<file path="src/rtl/cdb_arbiter.sv">
// Common data bus arbiter: two small in-order result queues (rs_ex, ls_ex) sharing one
// registered broadcast port under round-robin arbitration, flushed on ROB rollback.
module cdb_arbiter #(
  parameter int unsigned ROB_ID_W = 4,
  parameter int unsigned DATA_W   = 32,
  parameter int unsigned ADDR_W   = 32,
  parameter int unsigned QDEPTH   = 2
) (
  input  logic                clk,
  input  logic                rst,
  input  logic                rdy,
  input  logic                rollback_sign,
  input  logic                rs_valid,
  output logic                rs_ready,
  input  logic [ROB_ID_W-1:0] rs_rob_id,
  input  logic [DATA_W-1:0]   rs_data,
  input  logic [ADDR_W-1:0]   rs_jump_target_pc,
  input  logic                rs_jump_sign,
  input  logic                ls_valid,
  output logic                ls_ready,
  input  logic [ROB_ID_W-1:0] ls_rob_id,
  input  logic [DATA_W-1:0]   ls_data,
  output logic                cdb_valid,
  output logic [ROB_ID_W-1:0] cdb_rob_id,
  output logic [DATA_W-1:0]   cdb_data,
  output logic [ADDR_W-1:0]   cdb_jump_target_pc,
  output logic                cdb_jump_sign,
  output logic                cdb_src
);

  localparam int unsigned PW = (QDEPTH > 1) ? $clog2(QDEPTH) : 1;
  localparam int unsigned CW = $clog2(QDEPTH + 1);

  // rs_ex queue storage
  logic [ROB_ID_W-1:0] r_rs_id   [QDEPTH];
  logic [DATA_W-1:0]   r_rs_data [QDEPTH];
  logic [ADDR_W-1:0]   r_rs_tgt  [QDEPTH];
  logic                r_rs_sign [QDEPTH];
  logic [PW-1:0]       r_rs_rp, r_rs_wp;
  logic [CW-1:0]       r_rs_cnt;

  // ls_ex queue storage
  logic [ROB_ID_W-1:0] r_ls_id   [QDEPTH];
  logic [DATA_W-1:0]   r_ls_data [QDEPTH];
  logic [PW-1:0]       r_ls_rp, r_ls_wp;
  logic [CW-1:0]       r_ls_cnt;

  // Broadcast registers; r_last_grant: 0 = rs_ex, 1 = ls_ex
  logic                r_cdb_valid;
  logic [ROB_ID_W-1:0] r_cdb_rob_id;
  logic [DATA_W-1:0]   r_cdb_data;
  logic [ADDR_W-1:0]   r_cdb_tgt;
  logic                r_cdb_sign;
  logic                r_cdb_src;
  logic                r_last_grant;

  logic w_active;
  logic w_rs_ne, w_ls_ne;
  logic w_rs_push, w_ls_push;
  logic w_grant_rs, w_grant_ls;

  always_comb begin
    w_active   = rdy & ~rollback_sign;
    rs_ready   = w_active & (r_rs_cnt < CW'(QDEPTH));
    ls_ready   = w_active & (r_ls_cnt < CW'(QDEPTH));
    // Id 0 is handshaken but never stored
    w_rs_push  = rs_valid & rs_ready & (rs_rob_id != '0);
    w_ls_push  = ls_valid & ls_ready & (ls_rob_id != '0);
    w_rs_ne    = (r_rs_cnt != '0);
    w_ls_ne    = (r_ls_cnt != '0);
    w_grant_rs = w_active & w_rs_ne & (~w_ls_ne | r_last_grant);
    w_grant_ls = w_active & w_ls_ne & (~w_rs_ne | ~r_last_grant);
  end

  always_ff @(posedge clk or negedge rst) begin
    if (!rst) begin
      r_rs_rp  <= '0;
      r_rs_wp  <= '0;
      r_rs_cnt <= '0;
      for (int i = 0; i < int'(QDEPTH); i++) begin
        r_rs_id[i]   <= '0;
        r_rs_data[i] <= '0;
        r_rs_tgt[i]  <= '0;
        r_rs_sign[i] <= 1'b0;
      end
    end else if (rollback_sign) begin
      r_rs_rp  <= '0;
      r_rs_wp  <= '0;
      r_rs_cnt <= '0;
    end else begin
      if (w_rs_push) begin
        r_rs_id[r_rs_wp]   <= rs_rob_id;
        r_rs_data[r_rs_wp] <= rs_data;
        r_rs_tgt[r_rs_wp]  <= rs_jump_target_pc;
        r_rs_sign[r_rs_wp] <= rs_jump_sign;
        r_rs_wp            <= r_rs_wp + PW'(1);
      end
      if (w_grant_rs) begin
        r_rs_rp <= r_rs_rp + PW'(1);
      end
      r_rs_cnt <= r_rs_cnt + CW'(w_rs_push) - CW'(w_grant_rs);
    end
  end

  always_ff @(posedge clk or negedge rst) begin
    if (!rst) begin
      r_ls_rp  <= '0;
      r_ls_wp  <= '0;
      r_ls_cnt <= '0;
      for (int i = 0; i < int'(QDEPTH); i++) begin
        r_ls_id[i]   <= '0;
        r_ls_data[i] <= '0;
      end
    end else if (rollback_sign) begin
      r_ls_rp  <= '0;
      r_ls_wp  <= '0;
      r_ls_cnt <= '0;
    end else begin
      if (w_ls_push) begin
        r_ls_id[r_ls_wp]   <= ls_rob_id;
        r_ls_data[r_ls_wp] <= ls_data;
        r_ls_wp            <= r_ls_wp + PW'(1);
      end
      if (w_grant_ls) begin
        r_ls_rp <= r_ls_rp + PW'(1);
      end
      r_ls_cnt <= r_ls_cnt + CW'(w_ls_push) - CW'(w_grant_ls);
    end
  end

  always_ff @(posedge clk or negedge rst) begin
    if (!rst) begin
      r_cdb_valid  <= 1'b0;
      r_cdb_rob_id <= '0;
      r_cdb_data   <= '0;
      r_cdb_tgt    <= '0;
      r_cdb_sign   <= 1'b0;
      r_cdb_src    <= 1'b0;
      r_last_grant <= 1'b1;
    end else if (rollback_sign) begin
      r_cdb_valid  <= 1'b0;
      r_last_grant <= 1'b1;
    end else if (rdy) begin
      if (w_grant_rs) begin
        r_cdb_valid  <= 1'b1;
        r_cdb_rob_id <= r_rs_id[r_rs_rp];
        r_cdb_data   <= r_rs_data[r_rs_rp];
        r_cdb_tgt    <= r_rs_tgt[r_rs_rp];
        r_cdb_sign   <= r_rs_sign[r_rs_rp];
        r_cdb_src    <= 1'b0;
        r_last_grant <= 1'b0;
      end else if (w_grant_ls) begin
        r_cdb_valid  <= 1'b1;
        r_cdb_rob_id <= r_ls_id[r_ls_rp];
        r_cdb_data   <= r_ls_data[r_ls_rp];
        r_cdb_tgt    <= '0;
        r_cdb_sign   <= 1'b0;
        r_cdb_src    <= 1'b1;
        r_last_grant <= 1'b1;
      end else begin
        r_cdb_valid <= 1'b0;
      end
    end
  end

  always_comb begin
    cdb_valid          = r_cdb_valid;
    cdb_rob_id         = r_cdb_rob_id;
    cdb_data           = r_cdb_data;
    cdb_jump_target_pc = r_cdb_tgt;
    cdb_jump_sign      = r_cdb_sign;
    cdb_src            = r_cdb_src;
  end

endmodule

</file>
<file path="config.mk">
export PLATFORM = sky130hd
export DESIGN_NAME = cdb_arbiter
export DESIGN_NICKNAME = d
export VERILOG_FILES = /design/src/rtl/cdb_arbiter.sv
export SDC_FILE = /design/constraint.sdc
export NUM_CORES = 1
export LEC_CHECK = 0
export ABC_AREA = 1
export BUFFER_PORTS_ARGS = -buffer_cell sky130_fd_sc_hd__buf_2
export CORE_MARGIN = 2
export CORE_UTILIZATION = 30
export CTS_BUF_LIST = sky130_fd_sc_hd__clkbuf_2 sky130_fd_sc_hd__clkbuf_4 sky130_fd_sc_hd__clkbuf_8
export DETAILED_ROUTE_END_ITERATION = 8
export REMOVE_ABC_BUFFERS = 1
export SYNTH_ARGS = -nofsm -noshare
export SYNTH_HDL_FRONTEND = slang
export SYNTH_SLANG_ARGS = --single-unit
</file>
<file path="constraint.sdc">
create_clock -name clk -period 1.8 [get_ports clk]
set_input_delay 0.27 -clock clk [delete_from_list [all_inputs] [get_ports clk]]
set_output_delay 0.27 -clock clk [all_outputs]
set_load 0.005 [all_outputs]
</file>
==> results of run 1 <==
cells in the mapped netlist, drive strengths merged (11+ instances only):
library cell / n
a21boi: 25
or2: 11
nor2: 91
nand3: 12
nand3b: 36
buf: 85
inv: 20
dfrtp: 289
clkbuf: 47
nand4: 210
o21ai: 14
nand2: 843
report_power, final:
group	internal (mW)	switching (mW)
registers	8.55	1.18
clock network	3.93	2.88
logic	2.19	2.81
total	14.7	6.87
critical path: cells and delay by family, from the launching register on:
kind	cells	cell delay (ps)
buf+inv	3	280
simple gates	1	100
flops	1	410
flip-flops by register name, indices dropped and copies added (netlist names), 2 cells and up:
register and flops:
r_rs_id 8, r_rs_sign 2, r_rs_cnt 2, r_ls_id 8, r_ls_data 64, cdb_rob_id 4, r_rs_data 64, cdb_jump_target_pc 32
r_ls_cnt 2, r_rs_tgt 64, cdb_data 32
metrics by stage:
stage	setup WS, ps	area [um2]
2_1_floorplan	-2380	12900
3_3_place_gp	84.1	15300
3_5_place_dp	60.3	15300
4_1_cts	16.1	17500
5_1_grt	3.81	17500
6_report	94.2	17500
metal layers:
| metal | GRT usage [%] | share of wire (%) | up-vias |
|---|---|---|---|
| li1 | - | - | 6060 |
| met1 | 23.6 | 44 | 6092 |
| met2 | 30.4 | 47 | 333 |
| met3 | 2.92 | 5.0 | 83 |
| met4 | 7.37 | 3.3 | 6 |
| met5 | 0 | 0.071 | - |
worst paths after layout:
check | start | to | cells past startpoint
setup / recovery | r_ls_cnt[1] | ls_ready | 4
hold / removal | rs_valid | r_rs_wp | 6
setup reg to reg | r_ls_cnt[1] | r_ls_cnt[1] | 10
hold reg to reg | r_rs_id[6] | r_rs_id[6] | 2
max in group asynchronous | rst | r_ls_data[2] | 3
min in group asynchronous | rst | r_rs_tgt[2] | 2
kinds of logic (layout without fill, tap and decap cells):
family	Yosys count	in the layout	share of synthesized area, %
AND/OR/NAND/NOR	1205	1205	38.9
flip-flops	290	290	53.5
buffers and inverters	154	463	5.18
AO/OA/AOI/OAI	40	40	1.95
adder cells (fa/ha/maj)	4	4	0.369
XOR/XNOR	2	2	0.129
layout make-up:
cell class / instances / area (um2)
clock buffer: 87 / 1080
clock inverter: 9 / 82.6
fill: 4500 / 26900
inverter: 22 / 82.6
multi-input combinational: 1251 / 5650
sequential: 290 / 7260
tap: 592 / 741
timing repair buffer: 345 / 2640
what timing repair did:
| action | CTS | global route |
|---|---|---|
| hold buffers | 108 | 0 |
| setup endpoints to repair | 1 | 40 |
| resized for setup | 1 | 4 |
| gates cloned | 0 | 0 |
| endpoints found under the hold margin | 502 | 0 |
| buffers inserted | 0 | 1 |
==> summary.md, run 1 <==
| Metric | Value |
|---|---|
| CTS tree | `yes` |
| RSZ-0062 raised after global routing | `no` |
| Top cells by area, synth | `dfrtp_1 (53%), nand2_1 (23%), nand4_1 (9.7%), buf_2 (2.6%), nor2_1 (2.4%)` |
| Post-DP HPWL | `26.6 mm` |
| GPL Wtd Cong | `0.803` |
| Vias per inst | `a little under 5` |
| Number of global-route vias before repair | `12,500` |
| Status | `finished, final reports clean` |
| CP max stage cell | `dfrtp_1` |
| Syn avg cell area | `8.01 um2` |
| DP Cell Count | `roughly 2,400` |
| Setup violations, final | `0` |
| Tcrit/Tclk final | `between 90 and 100%` |
| DRT antenna net count | `0` |
| Most frequent cells in the layout | `nand2_1 (839), dfrtp_1 (287), nand4_1 (210)` |
| Initial antenna violation count | `3` |
| Register area share after synthesis | `53.5%` |
| Max cap viols | `0` |
| Cell accounting for the most synthesized area | `dfrtp_1` |
| Clock Pin Slew Worst Setup and Hold Paths | `about 60 ps` |
| Die area | `around 47,000 um2` |
| Initial Utilization | `30.6%` |
| Number of synthesized flops with an enable pin | `0` |
| Share of cells above drive strength 1 | `around 18%` |
| Critical path class | `flip-flop to output pin` |
| Overall Global Routing Usage | `between 10% and 20%` |
| Crit. End Element | `output pin` |
| HP Class | `primary input to flip-flop` |
| Worst hold margin | `between 100 and 150 ps` |
| Synth warnings | `0` |
| Cells after Synth | `between 1,500 and 2,000` |
| DIE WIDTH | `217 um` |
| Largest net degree at the start of global routing | `84` |
| Total gr overflow | `0` |
| Worst rel slew slack | `around half` |
| Final Hold Viols | `0` |
| Initial drt markers | `805` |
| Post-DR wirelength/cell | `between 15 and 20 um` |
| CP Launch Type | `flip-flop` |
| Nets | `between 2,000 and 2,500` |
| Inserted Diodes | `0` |
| Fmax | `approximately 590 MHz` |
| Mapped Area | `~14,000 um2` |
| Fin crit period | `about 1700 ps` |
| Layout area overhead | `29.2%` |
| Worst-margin pin slew | `between 700 and 800 ps` |
| CP max FO | `3` |
| Clock Latency Late Sink | `630 ps` |
| Setup TNS | `0 ps` |
| Post-synth cell types | `26` |
| Final WL | `42.4 mm` |
| Worst-case clock buffer depth | `3` |
| First-pass GRT wire length | `68.8 mm` |
| Port Buffers | `~180` |
| # IOs | `~180` |
| CP cell instances | `inv_1, nand3_2, inv_1, buf_2` |
| Top-area cell type share of the netlist area | `about 53%` |
| Worst Path Arrival | `about 1400 ps` |
| TritonCTS buffer count | `53` |
| DRC | `0` |
| Synth Register Bits | `290` |
| Synth async-reset ratio | `between 90% and 100%` |
| Core Area | `~44,000 um2` |
| Pwr/cell area | `between 1000 and 1500 nW/um2` |
| Vias | `between 10,000 and 15,000` |
| Peak VDD IR | `~660 uV` |
| Post-Layout Cell Count | `~2,600` |
| Synth Flop Type | `dfrtp_1` |
| Die H | `between 200 and 250 um` |
| Total power | `around 22 mW` |
| Final slew viol count | `0` |
| Clk sinks | `290` |
| Critical Path RT | `1530 ps` |
| H-tree Lvls | `2` |
| Crit path largest cell delay | `410 ps` |
| 1st-pass router iterations | `5` |
| Post-Route Skew | `23.3 ps` |
| Commonest non-fill, non-tap cell in the layout | `nand2_1` |
| R2R Setup Slk | `approximately 140 ps` |
| Post-layout util | `between 30% and 40%` |
| Clock Root Buffer | `clkbuf_8` |
| Worst path most repeated cell | `inv_1` |
| Leak Pwr | `roughly 9.3 nW` |
| Row count | `between 70 and 80` |
Power figures use the tool's default switching activity.
==> inputs of run 2 (changes only) <==
CORE_ASPECT_RATIO = 0.7   (was unset)
==> run 2 against run 1 <==
  * Sequential cell count unchanged
  * Via count fell by 0.52%
  * First-iteration DRC count grew 9.6%
  * Critical path depth rose by 6
  * Combinational power barely moved
  * Non-clock buffer count shrank 5
  * Clock-buffer cell count down 5
  * Die area barely moved
  * Clock power is 2% lower
  * Power decreased by 0.95%
  * Sequential share of layout area up 0.092 points
==> summary.md, run 2 (synthesized netlist as in run 1, its figures left out) <==
| Metric | Value |
|---|---|
| Initial drt markers | `882 (+9.6%)` |
| Tcrit/Tclk final | `93.8% (-0.99 points)` |
| R2r endpoint | `r_rs_tgt[61]` |
| TritonCTS buffer count | `50 (-5.7%)` |
| Vias per inst | `4.81 (-0.63%)` |
| Die H | `182 um (-16%)` |
| Number of global-route vias before repair | `12,600 (+0.29%)` |
| Worst-margin pin slew | `585 ps (-140 ps)` |
| Largest net degree at the start of global routing | `94 (+12%)` |
| Clk sinks | `290 (unchanged)` |
| Post-layout util | `39.1% (-0.44 points)` |
| Final WS setup | `112 ps (+17.8 ps)` |
| Crit path largest cell delay | `550 ps (+140 ps)` |
| CP delay by family, top | `buffers and inverters` |
| Max cap viols | `0 (unchanged)` |
| Post-DR wirelength/cell | `16.3 um (-0.23%)` |
| Routed length on met3 | `2.56 mm (+20%)` |
| Layout area overhead | `29.0%` |
| Post-Route Skew | `20.7 ps (-2.65 ps)` |
| Share of cells above drive strength 1 | `18.1% (-0.22 points)` |
| CP cell instances | `dlygate4sd3_1, buf_2, inv_2, nand3_2, nor2_4, buf_4, nand3_4, buf_4, nand2_1, nand2_1` |
| Worst hold endpoint | `cdb_valid` |
| Hold Startpoint | `rdy` |
| Max Used Layer | `met4` |
| Fin crit period | `1690 ps (-17.8 ps)` |
| Worst hold stages | `4 (-2)` |
| Final slew viol count | `0 (unchanged)` |
| Die area | `47,000 um2 (about the same)` |
| Final Hold Viols | `0 (unchanged)` |
| Layout fillers | `4,621 (+2.7%)` |
| H-tree Lvls | `2 (unchanged)` |
| Clock Pin Slew Worst Setup and Hold Paths | `60 ps (about the same)` |
| CP max FO | `39 (+36)` |
| Vias | `12,500 (-0.52%)` |
| Initial Utilization | `30.3% (-0.27 points)` |
| Nets | `2,070 (-0.38%)` |
| Crit. End Element | `flip-flop` |
| Worst-case clock buffer depth | `3 (unchanged)` |
| CP Launch Type | `primary input` |
| R2R Setup Slk | `120 ps (-20 ps)` |
| CP max stage cell | `dlygate4sd3_1` |
| Core Area | `44,800 um2 (+0.90%)` |
| Critical path class | `primary input to flip-flop` |
| Total gr overflow | `0 (unchanged)` |
| Final WL | `42.4 mm (-0.12%)` |
| DRT antenna net count | `0 (unchanged)` |
| Overall Global Routing Usage | `18.4% (+0.18 points)` |
| Fmax | `592 MHz (+1.1%)` |
| GPL Wtd Cong | `0.794 (-1.1%)` |
| R2R depth | `8 (-2)` |
| HP Class | `primary input to flip-flop` |
| CTS tree | `yes` |
| First-pass GRT wire length | `68.7 mm (about the same)` |
| Routed met2 length | `19.7 mm (-2.2%)` |
| Clock Latency Late Sink | `600 ps (-30 ps)` |
| Row count | `65 (-16%)` |
| Leak Pwr | `9.28 nW (-0.30%)` |
| Setup violations, final | `0 (unchanged)` |
| RR Startpoint | `r_rs_cnt[1]` |
| 1st-pass router iterations | `5 (unchanged)` |
| Worst hold margin | `63.8 ps (-42.7 ps)` |
| Port Buffers | `183 (unchanged)` |
| RSZ-0062 raised after global routing | `no` |
| Critical Path RT | `2270 ps (+740 ps)` |
| Commonest non-fill, non-tap cell in the layout | `nand2_1` |
| Clock Root Buffer | `clkbuf_8` |
| Most frequent cells in the layout | `nand2_1 (838), dfrtp_1 (287), nand4_1 (210)` |
| Status | `finished, final reports clean` |
| Post-DP HPWL | `26.4 mm (-0.71%)` |
| Wl on met1 | `19.3 mm (+2.9%)` |
| Worst Path Arrival | `2160 ps (+720 ps)` |
| Largest regs | `r_ls_data (64), r_rs_data (64), r_rs_tgt (64)` |
| Peak VDD IR | `542 uV (-18%)` |
| Worst rel slew slack | `61.0% (+9.3 points)` |
| Setup TNS | `0 ps (unchanged)` |
| Critical path buffers and inverters | `5 (+2)` |
| Post-Layout Cell Count | `2,599 (+0.12%)` |
| Post-place setup slack | `59.7 ps (-0.669 ps)` |
| Initial antenna violation count | `1 (-2)` |
| # IOs | `184 (unchanged)` |
| DP Cell Count | `2,398 (+0.29%)` |
| DRC | `0 (unchanged)` |
| DIE WIDTH | `258 um (+19%)` |
| Pwr/cell area | `1220 nW/um2 (-0.73%)` |
-- run 2: area by class of cell --
type                       count  area [um2]  share of cell area, %
timing repair buffer         340        2620                   15.0
inverter                      22        82.6                  0.472
clock inverter                10         108                  0.615
sequential                   290        7260                   41.5
tap                          603         754                   4.31
clock buffer                  82        1020                   5.81
multi-input combinational   1251        5650                   32.3
antenna                        1        2.50                 0.0143
-- run 2: layer usage --
metal / vias to the layer above / GRT usage, %
met5: - / 0
met4: 0 / 4.46
met3: 59 / 3.20
met2: 367 / 29.9
met1: 6036 / 25.6
li1: 6047 / -
-- run 2: worst min-delay path, cell delays in order --
cell	delay, ps
buf_2	160
inv_2	60
nand3_1	70
nand2_1	50
-- run 2: power breakdown --
group / switching, mW / internal [mW]
logic: 2.78 / 2.19
registers: 1.12 / 8.54
clock network: 2.83 / 3.86
total: 6.73 / 14.6
-- run 2: stage by stage --
step / total power [mW] / area [um2]
floorplan: 12.2 / 12900
global placement: 14.4 / 15300
detailed placement: 14.6 / 15300
CTS: 21.6 / 17500
global route: 22.9 / 17500
finish: 21.3 / 17500
-- run 2: how the worst max path moves through the flow --
| stage | start | to | slack [ps] | cells after the start |
|---|---|---|---|---|
| 2_1_floorplan | rs_rob_id[1] | r_rs_data[32] | -2380 | 5 |
| 3_3_place_gp | rollback_sign | r_ls_cnt[1] | 110 | 11 |
| 3_5_place_dp | rollback_sign | r_ls_data[55] | 60 | 9 |
| 4_1_cts | r_ls_cnt[1] | ls_ready | 40 | 4 |
| 5_1_grt | r_ls_cnt[1] | cdb_jump_target_pc[19] | 3 | 9 |
| 6_report | rollback_sign | r_rs_tgt[61] | 110 | 10 |
-- run 2: repair_timing --
action                                 4_1_cts  5_1_grt
endpoints found under the hold margin      387        0
resized for setup                            0        7
setup endpoints to repair                    0      101
hold buffers                               107        0
setup buffers                                0        1
==> inputs of run 3 (changes only) <==
CTS_BUF_LIST = sky130_fd_sc_hd__clkbuf_8 sky130_fd_sc_hd__clkbuf_16   (was sky130_fd_sc_hd__clkbuf_2 sky130_fd_sc_hd__clkbuf_4 sky130_fd_sc_hd__clkbuf_8)
==> run 3 against run 2 <==
  * Combinational power hardly changed
  * Clock power is 0.6% higher
  * Global-route usage is 0.28 points lower
  * Highest routed layer unchanged
  * Critical path depth is 4 lower
  * Clock skew is 2.1 ps higher
  * Largest cell class unchanged
  * Die area stayed put
  * Clock-buffer cell count is 46 lower
==> summary.md, run 3 (synthesized netlist as in run 1, its figures left out) <==
| Metric | Value |
|---|---|
| Status | `finished, final reports clean` |
| Worst rel slew slack | `61.1% (+0.17 points)` |
| Core Area | `44,800 um2 (unchanged)` |
| CTS tree | `yes` |
| Most frequent cells in the layout | `nand2_1 (839), dfrtp_1 (287), nand4_1 (210)` |
| TritonCTS buffer count | `31 (-38%)` |
| Post-layout util | `38.9% (-0.16 points)` |
| Final slew viol count | `0 (unchanged)` |
| Fin crit period | `1720 ps (+36.7 ps)` |
| 1st-pass router iterations | `5 (unchanged)` |
| Pwr/cell area | `1230 nW/um2 (+0.57%)` |
| H-tree Lvls | `1 (-1)` |
| Final WL | `42.2 mm (-0.49%)` |
| Worst path most repeated cell | `buf_2` |
| Vias | `12,400 (-0.73%)` |
| DIE WIDTH | `258 um (unchanged)` |
| CP Launch Type | `primary input` |
| Post-DP HPWL | `26.4 mm (unchanged)` |
| R2R Setup Slk | `130 ps (about the same)` |
| DRT antenna net count | `0 (unchanged)` |
| Share of cells above drive strength 1 | `16.2% (-1.9 points)` |
| Clock Root Buffer | `clkbuf_16` |
| Post-place setup slack | `59.7 ps (unchanged)` |
| Layout area overhead | `28.4%` |
| Hold Startpoint | `rs_data[21]` |
| CP max FO | `5 (-87%)` |
| RR Startpoint | `r_ls_cnt[1]` |
| Leak Pwr | `9.23 nW (-0.61%)` |
| Commonest non-fill, non-tap cell in the layout | `nand2_1` |
| Max cap viols | `0 (unchanged)` |
| Die H | `182 um (unchanged)` |
| Worst hold endpoint | `r_rs_data[53]` |
| Initial drt markers | `917 (+4.0%)` |
| R2r endpoint | `r_ls_cnt[1]` |
| Total power | `21.4 mW (+0.17%)` |
| Number of global-route vias before repair | `12,400 (-1.2%)` |
| Final WS setup | `75.4 ps (-36.7 ps)` |
| RSZ-0062 raised after global routing | `yes` |
| Row count | `65 (unchanged)` |
| Worst-case clock buffer depth | `3 (unchanged)` |
| CP cell instances | `dlygate4sd3_1, buf_2, inv_4, nand3_1, inv_1, buf_2` |
| CP max stage cell | `dlygate4sd3_1` |
| Overall Global Routing Usage | `18.1% (-0.28 points)` |
| Largest regs | `r_ls_data (64), r_rs_data (64), r_rs_tgt (64)` |
| Crit. End Element | `output pin` |
| Clock Latency Late Sink | `580 ps (-20 ps)` |
| Post-Route Skew | `22.8 ps (+2.10 ps)` |
| Worst hold stages | `3 (-1)` |
| R2R depth | `10 (+2)` |
| Final Hold Viols | `0 (unchanged)` |
| Vias per inst | `4.85 (+0.75%)` |
| Fmax | `580 MHz (-2.1%)` |
| Worst Path Arrival | `1450 ps (-710 ps)` |
| Port Buffers | `183 (unchanged)` |
| Crit path largest cell delay | `550 ps (about the same)` |
| Critical Path RT | `1530 ps (-740 ps)` |
| Worst-margin pin slew | `583 ps (-2.55 ps)` |
| Post-DR wirelength/cell | `16.5 um (+0.99%)` |
| Nets | `2,050 (-0.97%)` |
| DRC | `0 (unchanged)` |
| Clock Pin Slew Worst Setup and Hold Paths | `60 ps (about the same)` |
| Clk sinks | `290 (unchanged)` |
| Peak VDD IR | `638 uV (+18%)` |
| Initial antenna violation count | `1 (unchanged)` |
| First-pass GRT wire length | `68.0 mm (-1.1%)` |
| Tcrit/Tclk final | `95.8% (+2.0 points)` |
| GPL Wtd Cong | `0.794 (unchanged)` |
| Total gr overflow | `0 (unchanged)` |
| HP Class | `primary input to flip-flop` |
| Die area | `47,000 um2 (unchanged)` |
| Largest net degree at the start of global routing | `94 (unchanged)` |
| Setup violations, final | `0 (unchanged)` |
| Critical path class | `primary input to output pin` |
| Initial Utilization | `30.3% (unchanged)` |
| # IOs | `184 (unchanged)` |
run 3: timing repair:
item	CTS	global route
hold buffers	106	0
endpoints found under the hold margin	295	0
buffers inserted	0	1
gates resized for setup	0	8
setup endpoints to repair	0	108
run 3: power by group:
| part | internal (mW) | switching [mW] |
|---|---|---|
| Combinational | 2.19 | 2.78 |
| Clock | 4.02 | 2.71 |
| Sequential | 8.54 | 1.11 |
| Total | 14.8 | 6.61 |
run 3: per-stage QoR:
step	instance area, um2	setup TNS [ps]	cells	hold slack, ps
2_1_floorplan	12900	-540690	1563	-25.6
3_3_place_gp	15300	0	2398	209
6_report	17400	0	2561	29.0
4_1_cts	17400	0	2559	5.12
3_5_place_dp	15300	0	2398	215
5_1_grt	17400	-1.58	2561	23.9
run 3: layout make-up:
class | count | area (um2)
well taps | 603 | 754
diodes | 1 | 2.50
inverters | 22 | 85.1
repair buffers | 339 | 2610
clock buffers | 36 | 845
flip-flops and latches | 290 | 7260
fillers | 4606 | 27400
clock inverters | 19 | 213
multi-input cells | 1251 | 5650
run 3: metal layers:
layer  global-route usage, %  wire [um]  up-vias
met1                    25.1      19300     6037
met5                       0          0        -
li1                        -          -     5994
met4                    3.45        768        0
met3                    2.79       2410       42
met2                    30.2      19700      345
run 3: critical path: cells and delay by family:
family,cells,cell delay (ps)
AND/OR/NAND/NOR,1,140
buffers and inverters,5,1050
run 3: worst max-delay path by stage:
stage | startpoint | to | slack, ps | cells after the start
floorplan | rs_rob_id[1] | r_rs_data[32] | -2380 | 5
global placement | rollback_sign | r_ls_cnt[1] | 110 | 11
detailed placement | rollback_sign | r_ls_data[55] | 60 | 9
CTS | r_ls_cnt[1] | cdb_jump_target_pc[26] | 50 | 9
global route | r_ls_cnt[1] | r_ls_cnt[1] | -1 | 10
finish | rollback_sign | ls_ready | 80 | 6
